### src/rtl/lcd_pkg.sv
// Shared constants, FSM state type and byte helpers for the HD44780 16x2 row writer.
package lcd_pkg;

    localparam logic [7:0] LCD_FUNC_SET = 8'h38;
    localparam logic [7:0] LCD_DISP_ON  = 8'h0C;
    localparam logic [7:0] LCD_ENTRY    = 8'h06;
    localparam logic [7:0] LCD_CLEAR    = 8'h01;
    localparam logic [7:0] LCD_ROW0     = 8'h80;
    localparam logic [7:0] LCD_ROW1     = 8'hC0;
    localparam logic [7:0] LCD_SPACE    = 8'h20;

    typedef enum logic [3:0] {
        ST_POWERUP,
        ST_INIT,
        ST_SNAP,
        ST_ADDR_TOP,
        ST_WR_TOP,
        ST_ADDR_BOT,
        ST_WR_BOT,
        ST_DONE,
        ST_IDLE
    } lcd_state_t;

    function automatic logic [7:0] init_cmd(input logic [1:0] idx);
        logic [7:0] cmd;
        case (idx)
            2'd0:    cmd = LCD_FUNC_SET;
            2'd1:    cmd = LCD_DISP_ON;
            2'd2:    cmd = LCD_ENTRY;
            default: cmd = LCD_CLEAR;
        endcase
        return cmd;
    endfunction

    // NUL in a row image shows as a blank rather than the CGRAM glyph 0.
    function automatic logic [7:0] map_char(input logic [7:0] c);
        return (c == 8'h00) ? LCD_SPACE : c;
    endfunction

endpackage

### src/rtl/lcd1602_writer_if.sv
// Parallel HD44780 write bus: the writer drives it (master), the panel model/pins observe it (slave).
interface lcd1602_writer_if;
    logic       lcd_en;
    logic       lcd_rs;
    logic       lcd_rw;
    logic [7:0] lcd_data;

    modport master (output lcd_en, output lcd_rs, output lcd_rw, output lcd_data);
    modport slave  (input  lcd_en, input  lcd_rs, input  lcd_rw, input  lcd_data);
endinterface

### src/rtl/lcd_byte_strobe.sv
// One LCD byte write: latch rs/data, hold lcd_en high for EN_CYCLES, then wait before pulsing done.
module lcd_byte_strobe #(
    parameter int EN_CYCLES         = 10,
    parameter int WAIT_CYCLES       = 500,
    parameter int CLEAR_WAIT_CYCLES = 20000
) (
    input  logic       clk,
    input  logic       nRst,
    input  logic       start,
    input  logic       rs,
    input  logic [7:0] data,
    input  logic       long_wait,
    output logic       lcd_en,
    output logic       lcd_rs,
    output logic [7:0] lcd_data,
    output logic       done
);

    localparam logic [31:0] EN_LEN     = 32'(EN_CYCLES);
    localparam logic [31:0] SHORT_LAST = 32'(EN_CYCLES + WAIT_CYCLES - 1);
    localparam logic [31:0] LONG_LAST  = 32'(EN_CYCLES + CLEAR_WAIT_CYCLES - 1);

    logic        active_q, active_d;
    logic [31:0] cnt_q, cnt_d;
    logic        long_q, long_d;
    logic        rs_q, rs_d;
    logic [7:0]  data_q, data_d;
    logic        en_q, en_d;
    logic [31:0] last_cnt;

    // cnt counts cycles after the latch cycle, so done lands on the final cycle of the transfer.
    assign last_cnt = long_q ? LONG_LAST : SHORT_LAST;
    assign done     = active_q && (cnt_q == last_cnt);

    always_comb begin
        active_d = active_q;
        cnt_d    = cnt_q;
        long_d   = long_q;
        rs_d     = rs_q;
        data_d   = data_q;
        if (!active_q) begin
            if (start) begin
                active_d = 1'b1;
                cnt_d    = '0;
                rs_d     = rs;
                data_d   = data;
                long_d   = long_wait;
            end
        end else if (done) begin
            active_d = 1'b0;
            cnt_d    = '0;
        end else begin
            cnt_d = cnt_q + 32'd1;
        end
        en_d = active_d && (cnt_d < EN_LEN);
    end

    always_ff @(posedge clk or negedge nRst) begin
        if (!nRst) begin
            active_q <= 1'b0;
            cnt_q    <= '0;
            long_q   <= 1'b0;
            rs_q     <= 1'b0;
            data_q   <= 8'h00;
            en_q     <= 1'b0;
        end else begin
            active_q <= active_d;
            cnt_q    <= cnt_d;
            long_q   <= long_d;
            rs_q     <= rs_d;
            data_q   <= data_d;
            en_q     <= en_d;
        end
    end

    assign lcd_en   = en_q;
    assign lcd_rs   = rs_q;
    assign lcd_data = data_q;

endmodule

### src/rtl/lcd1602_writer.sv
// Powers up and initialises a 16x2 HD44780 panel, then rewrites both rows whenever the row images change.
module lcd1602_writer
    import lcd_pkg::*;
#(
    parameter int POWERUP_CYCLES    = 500000,
    parameter int EN_CYCLES         = 10,
    parameter int WAIT_CYCLES       = 500,
    parameter int CLEAR_WAIT_CYCLES = 20000
) (
    input  logic            clk,
    input  logic            nRst,
    input  logic [127:0]    top,
    input  logic [127:0]    bottom,
    output logic            busy,
    output logic            frame_done,
    lcd1602_writer_if.master lcd
);

    localparam logic [31:0] POWER_LEN = 32'(POWERUP_CYCLES);
    localparam logic [255:0] BLANK_ROWS = {32{LCD_SPACE}};

    lcd_state_t     state_q, state_d;
    logic [31:0]    pwr_cnt_q, pwr_cnt_d;
    logic [3:0]     idx_q, idx_d;
    logic           sent_q, sent_d;
    logic [127:0]   snap_top_q, snap_top_d;
    logic [127:0]   snap_bot_q, snap_bot_d;
    logic [255:0]   shadow_q, shadow_d;

    logic           start;
    logic           tx_rs;
    logic [7:0]     tx_data;
    logic           tx_long;
    logic           strb_done;
    logic           strb_en, strb_rs;
    logic [7:0]     strb_data;

    logic [7:0]     top_char [16];
    logic [7:0]     bot_char [16];

    for (genvar gi = 0; gi < 16; gi++) begin : g_col
        assign top_char[gi] = snap_top_q[127 - 8*gi -: 8];
        assign bot_char[gi] = snap_bot_q[127 - 8*gi -: 8];
    end

    always_ff @(posedge clk or negedge nRst) begin
        if (!nRst) begin
            state_q    <= ST_POWERUP;
            pwr_cnt_q  <= '0;
            idx_q      <= '0;
            sent_q     <= 1'b0;
            snap_top_q <= BLANK_ROWS[255:128];
            snap_bot_q <= BLANK_ROWS[127:0];
            shadow_q   <= BLANK_ROWS;
        end else begin
            state_q    <= state_d;
            pwr_cnt_q  <= pwr_cnt_d;
            idx_q      <= idx_d;
            sent_q     <= sent_d;
            snap_top_q <= snap_top_d;
            snap_bot_q <= snap_bot_d;
            shadow_q   <= shadow_d;
        end
    end

    always_comb begin
        state_d    = state_q;
        pwr_cnt_d  = pwr_cnt_q;
        idx_d      = idx_q;
        snap_top_d = snap_top_q;
        snap_bot_d = snap_bot_q;
        shadow_d   = shadow_q;
        // sent marks a byte already handed to the strobe, so start fires once per byte.
        sent_d     = strb_done ? 1'b0 : (start ? 1'b1 : sent_q);
        case (state_q)
            ST_POWERUP: begin
                if (pwr_cnt_q + 32'd1 >= POWER_LEN) begin
                    state_d   = ST_INIT;
                    pwr_cnt_d = '0;
                    idx_d     = '0;
                end else begin
                    pwr_cnt_d = pwr_cnt_q + 32'd1;
                end
            end
            ST_INIT: begin
                if (strb_done) begin
                    if (idx_q == 4'd3) begin
                        state_d = ST_SNAP;
                        idx_d   = '0;
                    end else begin
                        idx_d = idx_q + 4'd1;
                    end
                end
            end
            ST_SNAP: begin
                snap_top_d = top;
                snap_bot_d = bottom;
                state_d    = ST_ADDR_TOP;
            end
            ST_ADDR_TOP: begin
                if (strb_done) begin
                    state_d = ST_WR_TOP;
                    idx_d   = '0;
                end
            end
            ST_WR_TOP: begin
                if (strb_done) begin
                    if (idx_q == 4'd15) begin
                        state_d = ST_ADDR_BOT;
                        idx_d   = '0;
                    end else begin
                        idx_d = idx_q + 4'd1;
                    end
                end
            end
            ST_ADDR_BOT: begin
                if (strb_done) begin
                    state_d = ST_WR_BOT;
                    idx_d   = '0;
                end
            end
            ST_WR_BOT: begin
                if (strb_done) begin
                    if (idx_q == 4'd15) begin
                        state_d = ST_DONE;
                        idx_d   = '0;
                    end else begin
                        idx_d = idx_q + 4'd1;
                    end
                end
            end
            ST_DONE: begin
                shadow_d = {snap_top_q, snap_bot_q};
                state_d  = ST_IDLE;
            end
            ST_IDLE: begin
                if ({top, bottom} != shadow_q) begin
                    state_d = ST_SNAP;
                end
            end
            default: state_d = ST_POWERUP;
        endcase
    end

    always_comb begin
        tx_rs      = 1'b0;
        tx_data    = 8'h00;
        start      = 1'b0;
        busy       = (state_q != ST_IDLE);
        frame_done = (state_q == ST_DONE);
        case (state_q)
            ST_INIT: begin
                tx_data = init_cmd(idx_q[1:0]);
                start   = !sent_q;
            end
            ST_ADDR_TOP: begin
                tx_data = LCD_ROW0;
                start   = !sent_q;
            end
            ST_WR_TOP: begin
                tx_rs   = 1'b1;
                tx_data = map_char(top_char[idx_q]);
                start   = !sent_q;
            end
            ST_ADDR_BOT: begin
                tx_data = LCD_ROW1;
                start   = !sent_q;
            end
            ST_WR_BOT: begin
                tx_rs   = 1'b1;
                tx_data = map_char(bot_char[idx_q]);
                start   = !sent_q;
            end
            default: begin
                tx_rs   = 1'b0;
                tx_data = 8'h00;
            end
        endcase
        tx_long = !tx_rs && (tx_data == LCD_CLEAR);
    end

    lcd_byte_strobe #(
        .EN_CYCLES         (EN_CYCLES),
        .WAIT_CYCLES       (WAIT_CYCLES),
        .CLEAR_WAIT_CYCLES (CLEAR_WAIT_CYCLES)
    ) u_strobe (
        .clk       (clk),
        .nRst      (nRst),
        .start     (start),
        .rs        (tx_rs),
        .data      (tx_data),
        .long_wait (tx_long),
        .lcd_en    (strb_en),
        .lcd_rs    (strb_rs),
        .lcd_data  (strb_data),
        .done      (strb_done)
    );

    assign lcd.lcd_en   = strb_en;
    assign lcd.lcd_rs   = strb_rs;
    assign lcd.lcd_rw   = 1'b0;
    assign lcd.lcd_data = strb_data;

endmodule

### src/flat_wrapper.sv
// flat-port wrapper written by rule: the top's interface ports become plain ports
module lcd1602_writer_flat import lcd_pkg::*;
#(
    parameter int POWERUP_CYCLES    = 500000,
    parameter int EN_CYCLES         = 10,
    parameter int WAIT_CYCLES       = 500,
    parameter int CLEAR_WAIT_CYCLES = 20000
)
  (clk, nRst, top, bottom, busy, frame_done, lcd_lcd_en, lcd_lcd_rs, lcd_lcd_rw, lcd_lcd_data);
  lcd1602_writer_if lcd_i ();
  input  logic clk;
  input  logic nRst;
  input  logic [127:0] top;
  input  logic [127:0] bottom;
  output logic busy;
  output logic frame_done;
  output wire logic [$bits(lcd_i.lcd_en)-1:0] lcd_lcd_en;
  output wire logic [$bits(lcd_i.lcd_rs)-1:0] lcd_lcd_rs;
  output wire logic [$bits(lcd_i.lcd_rw)-1:0] lcd_lcd_rw;
  output wire logic [$bits(lcd_i.lcd_data)-1:0] lcd_lcd_data;
  assign lcd_lcd_en = lcd_i.lcd_en;
  assign lcd_lcd_rs = lcd_i.lcd_rs;
  assign lcd_lcd_rw = lcd_i.lcd_rw;
  assign lcd_lcd_data = lcd_i.lcd_data;
  lcd1602_writer #(.POWERUP_CYCLES(POWERUP_CYCLES), .EN_CYCLES(EN_CYCLES), .WAIT_CYCLES(WAIT_CYCLES), .CLEAR_WAIT_CYCLES(CLEAR_WAIT_CYCLES)) u_core (.clk(clk), .nRst(nRst), .top(top), .bottom(bottom), .busy(busy), .frame_done(frame_done), .lcd(lcd_i));
endmodule
### config.mk
export PLATFORM = sky130hd
export DESIGN_NAME = lcd1602_writer_flat
export DESIGN_NICKNAME = d
export VERILOG_FILES = /design/src/rtl/lcd_pkg.sv /design/src/rtl/lcd1602_writer_if.sv /design/src/rtl/lcd_byte_strobe.sv /design/src/rtl/lcd1602_writer.sv /design/src/flat_wrapper.sv
export SDC_FILE = /design/constraint.sdc
export NUM_CORES = 1
export LEC_CHECK = 0
export CORE_MARGIN = 10
export CORE_UTILIZATION = 53
export CTS_BUF_LIST = sky130_fd_sc_hd__clkbuf_16
export DETAILED_ROUTE_END_ITERATION = 8
export HOLD_SLACK_MARGIN = 0.02
export PLACE_DENSITY = 0.77
export REMOVE_ABC_BUFFERS = 1
export SYNTH_ARGS = -nofsm -noshare
export SYNTH_HDL_FRONTEND = slang
export SYNTH_HIERARCHICAL = 1
export SYNTH_SLANG_ARGS = --single-unit
export TNS_END_PERCENT = 1
### constraint.sdc
create_clock -name clk -period 3.2 [get_ports clk]
set_clock_uncertainty 0.2 [all_clocks]
set_input_delay 0.48 -clock clk [delete_from_list [all_inputs] [get_ports clk]]
set_output_delay 0.48 -clock clk [all_outputs]
set_load 0.1 [all_outputs]
# After elaboration in Yosys (flattened, before gate mapping)
# Cells that the tools add are included.
dict set report classes {
  addsub 3
  magnitude_cmp 3
  eq_ne 28
  mux 40
  n_bitwise 2
  n_reduce_logical 17
}
# operator count
set ops {}
lappend ops {{$ne 256x256->1} 1}
lappend ops {{$mux 32} 4}
lappend ops {{$add 32x1->32 const B} 2}
lappend ops {{$bmux 8 s4} 2}
lappend ops {{$mux 4} 16}
lappend ops {{$mux 8} 6}
lappend ops {{$pmux 8 s5} 1}
lappend ops {{$pmux 4 s9} 1}
lappend ops {{$eq 32x32->1} 1}
lappend ops {{$ge 32x19->1 const B} 1}
lappend ops {{$lt 32x4->1 const B} 1}
lappend ops {{$ne 2x1->1 const B} 12}
lappend ops {{$pmux 6 s3} 1}
lappend ops {{$eq 4x3->1 const B} 4}
lappend ops {{$logic_not 8->1} 2}
lappend ops {{$pmux 4 s4} 1}
lappend ops {{$mux 15} 1}
lappend ops {{$eq 4x2->1 const B} 3}
lappend ops {{$reduce_and 10->1} 1}
lappend ops {{$eq 4x4->1 const B} 2}
lappend ops {{$eq 8x1->1 const B} 1}
lappend ops {{$mux 1} 7}
lappend ops {{$ge 5x5->1 const B} 1}
lappend ops {{$not 4->5} 1}
lappend ops {{other kinds (16)} 20}
dict set report totals {
  regBits 597
  output_inout_bits 13
}

# Depth between registers and ports, before layout
dict set report logic_depth {
  word_depth 9
  depth_mapped 12
}

# Cells and area by module
# Netlist, hierarchy kept.
# module n_inst cells_each area_per_inst_um2 seq_area_each_um2
set modules_own_cells {}
lappend modules_own_cells {lcd1602_writer 1 2422 26738.1 13918.3}
lappend modules_own_cells {lcd_byte_strobe 1 328 2731.4 1101.1}

# Least setup slack after synthesis
# No wires, ideal clock.
dict set report synth_path {
  path_kind {register to output}
  from {register u_core.state_q[2]}
  to {output port frame_done}
  arrival_ns 2.460
  setup_slack_ns 0.060
  path_stages_with_launch 8
  path_buffers 4
  cell_sequence {dfrtp_1 -> clkbuf_1 -> nand2b_1 -> nand2b_1 -> clkbuf_1 -> inv_1 -> clkbuf_1 -> clkbuf_1}
}
dict set report synth_via {
  elab_chain_len 1
}
# item line
set synth_lines {}
lappend synth_lines {{start, declared} lcd1602_writer.sv:22} ;# lcd_state_t state_q, state_d;
lappend synth_lines {{start signal, assigned} lcd1602_writer.sv:56} ;# state_q <= state_d;
lappend synth_lines {{$eq 4x3->1} lcd1602_writer.sv:150} ;# frame_done = (state_q == ST_DONE);
lappend synth_lines {{end, declared} flat_wrapper.sv:16} ;# output logic frame_done;
# No other way between the ends.

# Final worst setup path
dict set report layout_path {
  from {register u_core.idx_q[0]}
  to {register u_core.u_strobe.data_q[5] (netlist: u_core/u_strobe/lcd_data[5])}
}
dict set report layout_via {
  elab_chain_len 7
}
# item line
set layout_lines {}
lappend layout_lines {{start, declared} lcd1602_writer.sv:24} ;# logic [3:0] idx_q, idx_d;
lappend layout_lines {{start signal, assigned} lcd1602_writer.sv:58} ;# idx_q <= idx_d;
lappend layout_lines {{$not 4->5 (not written as such)} {lcd1602_writer.sv:162, lcd1602_writer.sv:171}}
lappend layout_lines {{$bmux 8 s4 (on tied branches)} {lcd1602_writer.sv:171, lcd1602_writer.sv:162}}
lappend layout_lines {{$mux 8 (on tied branches) (2 in series)} {lcd1602_writer.sv:171, lcd1602_writer.sv:162}}
lappend layout_lines {{$logic_not 8->1} lcd_pkg.sv:37} ;# return (c == 8'h00) ? LCD_SPACE : c;
lappend layout_lines {{$mux 8} lcd_pkg.sv:37}
lappend layout_lines {{$pmux 8 s5 *} lcd1602_writer.sv:151} ;# case (state_q)
lappend layout_lines {{net u_core.tx_data[5]} lcd1602_writer.sv:32} ;# logic [7:0] tx_data;
lappend layout_lines {{end signal, assigned} lcd_byte_strobe.sv:71} ;# data_q <= data_d;
lappend layout_lines {{end, declared} lcd_byte_strobe.sv:27} ;# logic [7:0] data_q, data_d;
# Mark *: on every way through the listed nets, which the timed path passes. The rest lies on a longest branch. The select of a mux whose other input is x is not followed.
# A chain may end at the register's enable or synchronous reset.

==> flow_metrics.env <==
export IMPL_fill_cells=4253
export IMPL_die_w_um=255.8
export IMPL_async_reset_ff_share_pct=100.0
export IMPL_wire_length_of_the_first_global_routing_pass_mm=143.8
export IMPL_switching_share_pct=23.20
export IMPL_critPathMaxFanout=18
export IMPL_detailroute_via_count=22819
export IMPL_hold_viol_final=0
export IMPL_gr_max_usage_layer="met2"
export IMPL_final_layout_size_suffix_gt1_share_pct=21.99
export IMPL_maximum_number_of_pins_on_one_net_before_global_route_repair=172
export IMPL_core_rowCount=86
export IMPL_finalPower_mw=15.68
export IMPL_finalCriticalPeriod_ns=3.203
export IMPL_synthDominantCellAreaShare_pct=45.26
export IMPL_first_global_vias=23233
export IMPL_synth_seq_area_share_pct=50.97
export IMPL_overflow=0
export IMPL_setup_worst_path_class="reg -> reg"
export IMPL_antenna_found_initial=11
export IMPL_postSynthRegisterBits=597
export IMPL_grt_met3_usage_pct=5.125
export IMPL_finalSetupViolations=1
export IMPL_cts_sinks=597
export IMPL_internal_power_mw=12.04
export IMPL_drt_antenna_violating_nets=0
export IMPL_max_cap_violations=0
export IMPL_area_growth_syn_to_layout_pct=21.88
export IMPL_timing_fmax_mhz=312.2
export IMPL_synth_enable_flop_cells=0
export IMPL_max_slew_worst_pin_slew_ns=1.078
export IMPL_vdd_ir_drop_max_mv=0.4785
export IMPL_placed_cells_incl_taps=3760
export IMPL_fin_util_pct=65.20
export IMPL_hold_class="in -> async"
export IMPL_multi_input_comb_area_sq_um=13750
export IMPL_power_frac_seq_pct=48.2
export IMPL_outcome="finished with violations"
export IMPL_drc=0
export IMPL_layout_cells_most_common_list="sky130_fd_sc_hd__nand2_1 (847), sky130_fd_sc_hd__dfrtp_1 (531), sky130_fd_sc_hd__mux2_2 (260)"
export IMPL_initial_utilization_pct=53.49
export IMPL_coreArea_sq_um=55090
export IMPL_postSynth_topFlopCell="sky130_fd_sc_hd__dfrtp_1"
export IMPL_boundaryPins=271
export IMPL_drt_pass1_iter_count=6
export IMPL_gp_routability_congestion=0.9038
export IMPL_unrepaired_setup_endpoints_after_global_routing="true"
export IMPL_power_density_cell_area_nw_per_um2=436.7
export IMPL_globalRouteMet2Util_pct=46.02
export IMPL_grt_util_met1_pct=37.40
export IMPL_critPathCaptureType="flop"
export IMPL_routedWlPerCell_um=24.36
export IMPL_cts_htree_levels=3
export IMPL_sum_of_net_half_perimeters_after_detailed_placement_mm=69.26
export IMPL_violations="setup timing"
export IMPL_final_setup_worst_slack_ns=-0.003329
export IMPL_relative_slew_slack_pct=28.14
export IMPL_grt_total_usage_pct=28.52
export IMPL_drv_slew=0
export IMPL_yosys_area_top_type="sky130_fd_sc_hd__dfrtp_1"
export IMPL_worstSetupStartpointType="flop"
export IMPL_sequential_cell_area_sq_um=15020
export IMPL_buffer_ports_inserted=269
export IMPL_comb_power_share_pct=5.6
export IMPL_clock_power_share_pct=46.3
export IMPL_tritoncts="done"
export IMPL_synth_cell_area_sq_um=29470
export IMPL_netlist_top_cells_area="sky130_fd_sc_hd__dfrtp_1 (45%), sky130_fd_sc_hd__nand2_1 (11%), sky130_fd_sc_hd__mux2_2 (9.9%)"
export IMPL_fin_tns_setup_ns=-0.003329
export IMPL_path_clk_slew_ns=0.06
export IMPL_leakage_nw=17.01
export IMPL_instances_no_fill=3890
export IMPL_die_h_um=255.8
export IMPL_syn_area_per_cell_sq_um=10.72
export IMPL_clk_latency_ns=0.62
export IMPL_cp_data_arrival_time_ns=3.55
export IMPL_most_common_cell_after_layout_fill_and_taps_aside="sky130_fd_sc_hd__nand2_1"
export IMPL_synthesis_yosys_warnings=6
export IMPL_numCtsBuffers=66
export IMPL_power_switching_mw=3.639
export IMPL_detail_route_wirelength_mm=94.75
export IMPL_postSynthCellCount=2750
export IMPL_drt_iter0_drc=2391
export IMPL_crit_required_ns=3.55
export IMPL_finish_net_count=3347
export IMPL_synth_distinct_cells=85
export IMPL_cts_root_buffer="sky130_fd_sc_hd__clkbuf_16"
export IMPL_route_detailed_vias_per_inst=5.866
export IMPL_fp_dieArea_sq_um=65430
export IMPL_post_route_period_util_pct=100.1
export IMPL_ctsLongestPathBuffers=3
==> path summary, 6_finish.rpt <==
check	end	startpoint	slack, ns	cells after the start
min reg2reg	u_core/shadow_q[181]	u_core/snap_top_q[53]	0.26	2
max	u_core/u_strobe/lcd_data[5]	u_core/idx_q[0]	-0.003	9
max reg2reg	u_core/u_strobe/lcd_data[5]	u_core/idx_q[0]	-0.003	9
max in group asynchronous	u_core/shadow_q[121]	nRst	1.57	3
min in group clk	u_core/shadow_q[181]	u_core/snap_top_q[53]	0.26	2
min	u_core/snap_top_q[89]	nRst	0.21	2
==> cells in the mapped netlist, drive strengths merged, types with 44 or more instances <==
library cell,count
mux2,260
dfstp,64
nand4,80
dfrtp,533
xor2,98
nor2,62
clkbuf,119
xnor2,166
mux4,80
nor4,63
nand2,848
o21ai,44
==> flip-flops by register name, summed over array words and instances, names as in the netlist <==
register and cells:
u_core/shadow_q 256, u_core/bot_char 128, u_core/sent_q 1, u_core/pwr_cnt_q 32, u_core/idx_q 4, u_core/u_strobe/long_q 1, u_core/state_q 4, u_core/u_strobe/lcd_data 8
u_core/u_strobe/cnt_q 32, u_core/u_strobe/active_q 1, u_core/u_strobe/lcd_en 1, u_core/snap_top_q 128, u_core/u_strobe/lcd_rs 1
==> per-stage QoR <==
stage | setup slack [ns] | hold WS [ns] | instance area (sq um)
floorplan | -16.92 | -0.01559 | 28820
global placement | -0.3395 | 0.2206 | 33790
detailed placement | -0.3636 | 0.2298 | 33790
CTS | 0.003550 | 0.2158 | 35830
global route | -0.08428 | 0.2486 | 35910
finish | -0.003329 | 0.2109 | 35920
==> critical path, cell delays in order, from the launching register on <==
cell and delay (ns):
sky130_fd_sc_hd__dfrtp_4 0.48, sky130_fd_sc_hd__buf_12 0.23, sky130_fd_sc_hd__mux4_2 0.61, sky130_fd_sc_hd__mux4_2 0.55, sky130_fd_sc_hd__or4_1 0.53, sky130_fd_sc_hd__nor4_1 0.19, sky130_fd_sc_hd__o21ai_0 0.11, sky130_fd_sc_hd__nand3_1 0.13
sky130_fd_sc_hd__nand2_1 0.06, sky130_fd_sc_hd__nand2_1 0.05
==> layout make-up <==
cell class	instances	area share, %
Sequential cell	597	41.83
Multi-Input combinational cell	1971	38.29
Timing Repair Buffer	413	11.22
Clock buffer	69	4.807
Tap cell	748	2.606
Clock inverter	51	0.8291
Inverter	32	0.3553
Antenna cell	9	0.06270
==> cells by family (layout without fill, tap and decap cells) <==
group / count (synthesis) / after routing / synth area share [%]
simple gates: 1194 / 1194 / 17.98
mux: 347 / 347 / 16.29
flops: 597 / 597 / 50.97
fa+ha+maj: 8 / 8 / 0.3397
xor+xnor: 264 / 264 / 7.846
buf+inv: 182 / 565 / 2.611
compound gates: 157 / 157 / 3.961
other cells: 1 / 10 / 0.01273
==> layer usage <==
| layer | wire length [um] | up-vias | share of wire, % |
|---|---|---|---|
| met4 | 3977 | 6 | 4.2 |
| met2 | 45740 | 900 | 48 |
| li1 | - | 10083 | - |
| met1 | 38580 | 11644 | 41 |
| met5 | 43 | - | 0.045 |
| met3 | 6404 | 186 | 6.8 |
==> repair_timing <==
| item | CTS | global route |
|---|---|---|
| hold buffers | 1 | 0 |
| gates resized for setup | 1 | 13 |
| buffers inserted | 0 | 0 |
| hold endpoints to repair | 99 | 0 |
| pin swaps | 0 | 1 |
| setup endpoints to repair | 1 | 16 |
==> power by group through the flow <==
stage / clock, mW / combinational, mW / sequential [mW]
after floorplan: 0 / 0.147 / 7.69
after global placement: 0 / 0.858 / 7.69
after detailed placement: 0 / 0.867 / 7.69
after CTS: 7.35 / 0.875 / 7.55
after global routing: 7.65 / 0.921 / 7.55
final: 7.26 / 0.872 / 7.55
Power figures use the tool's default switching activity.
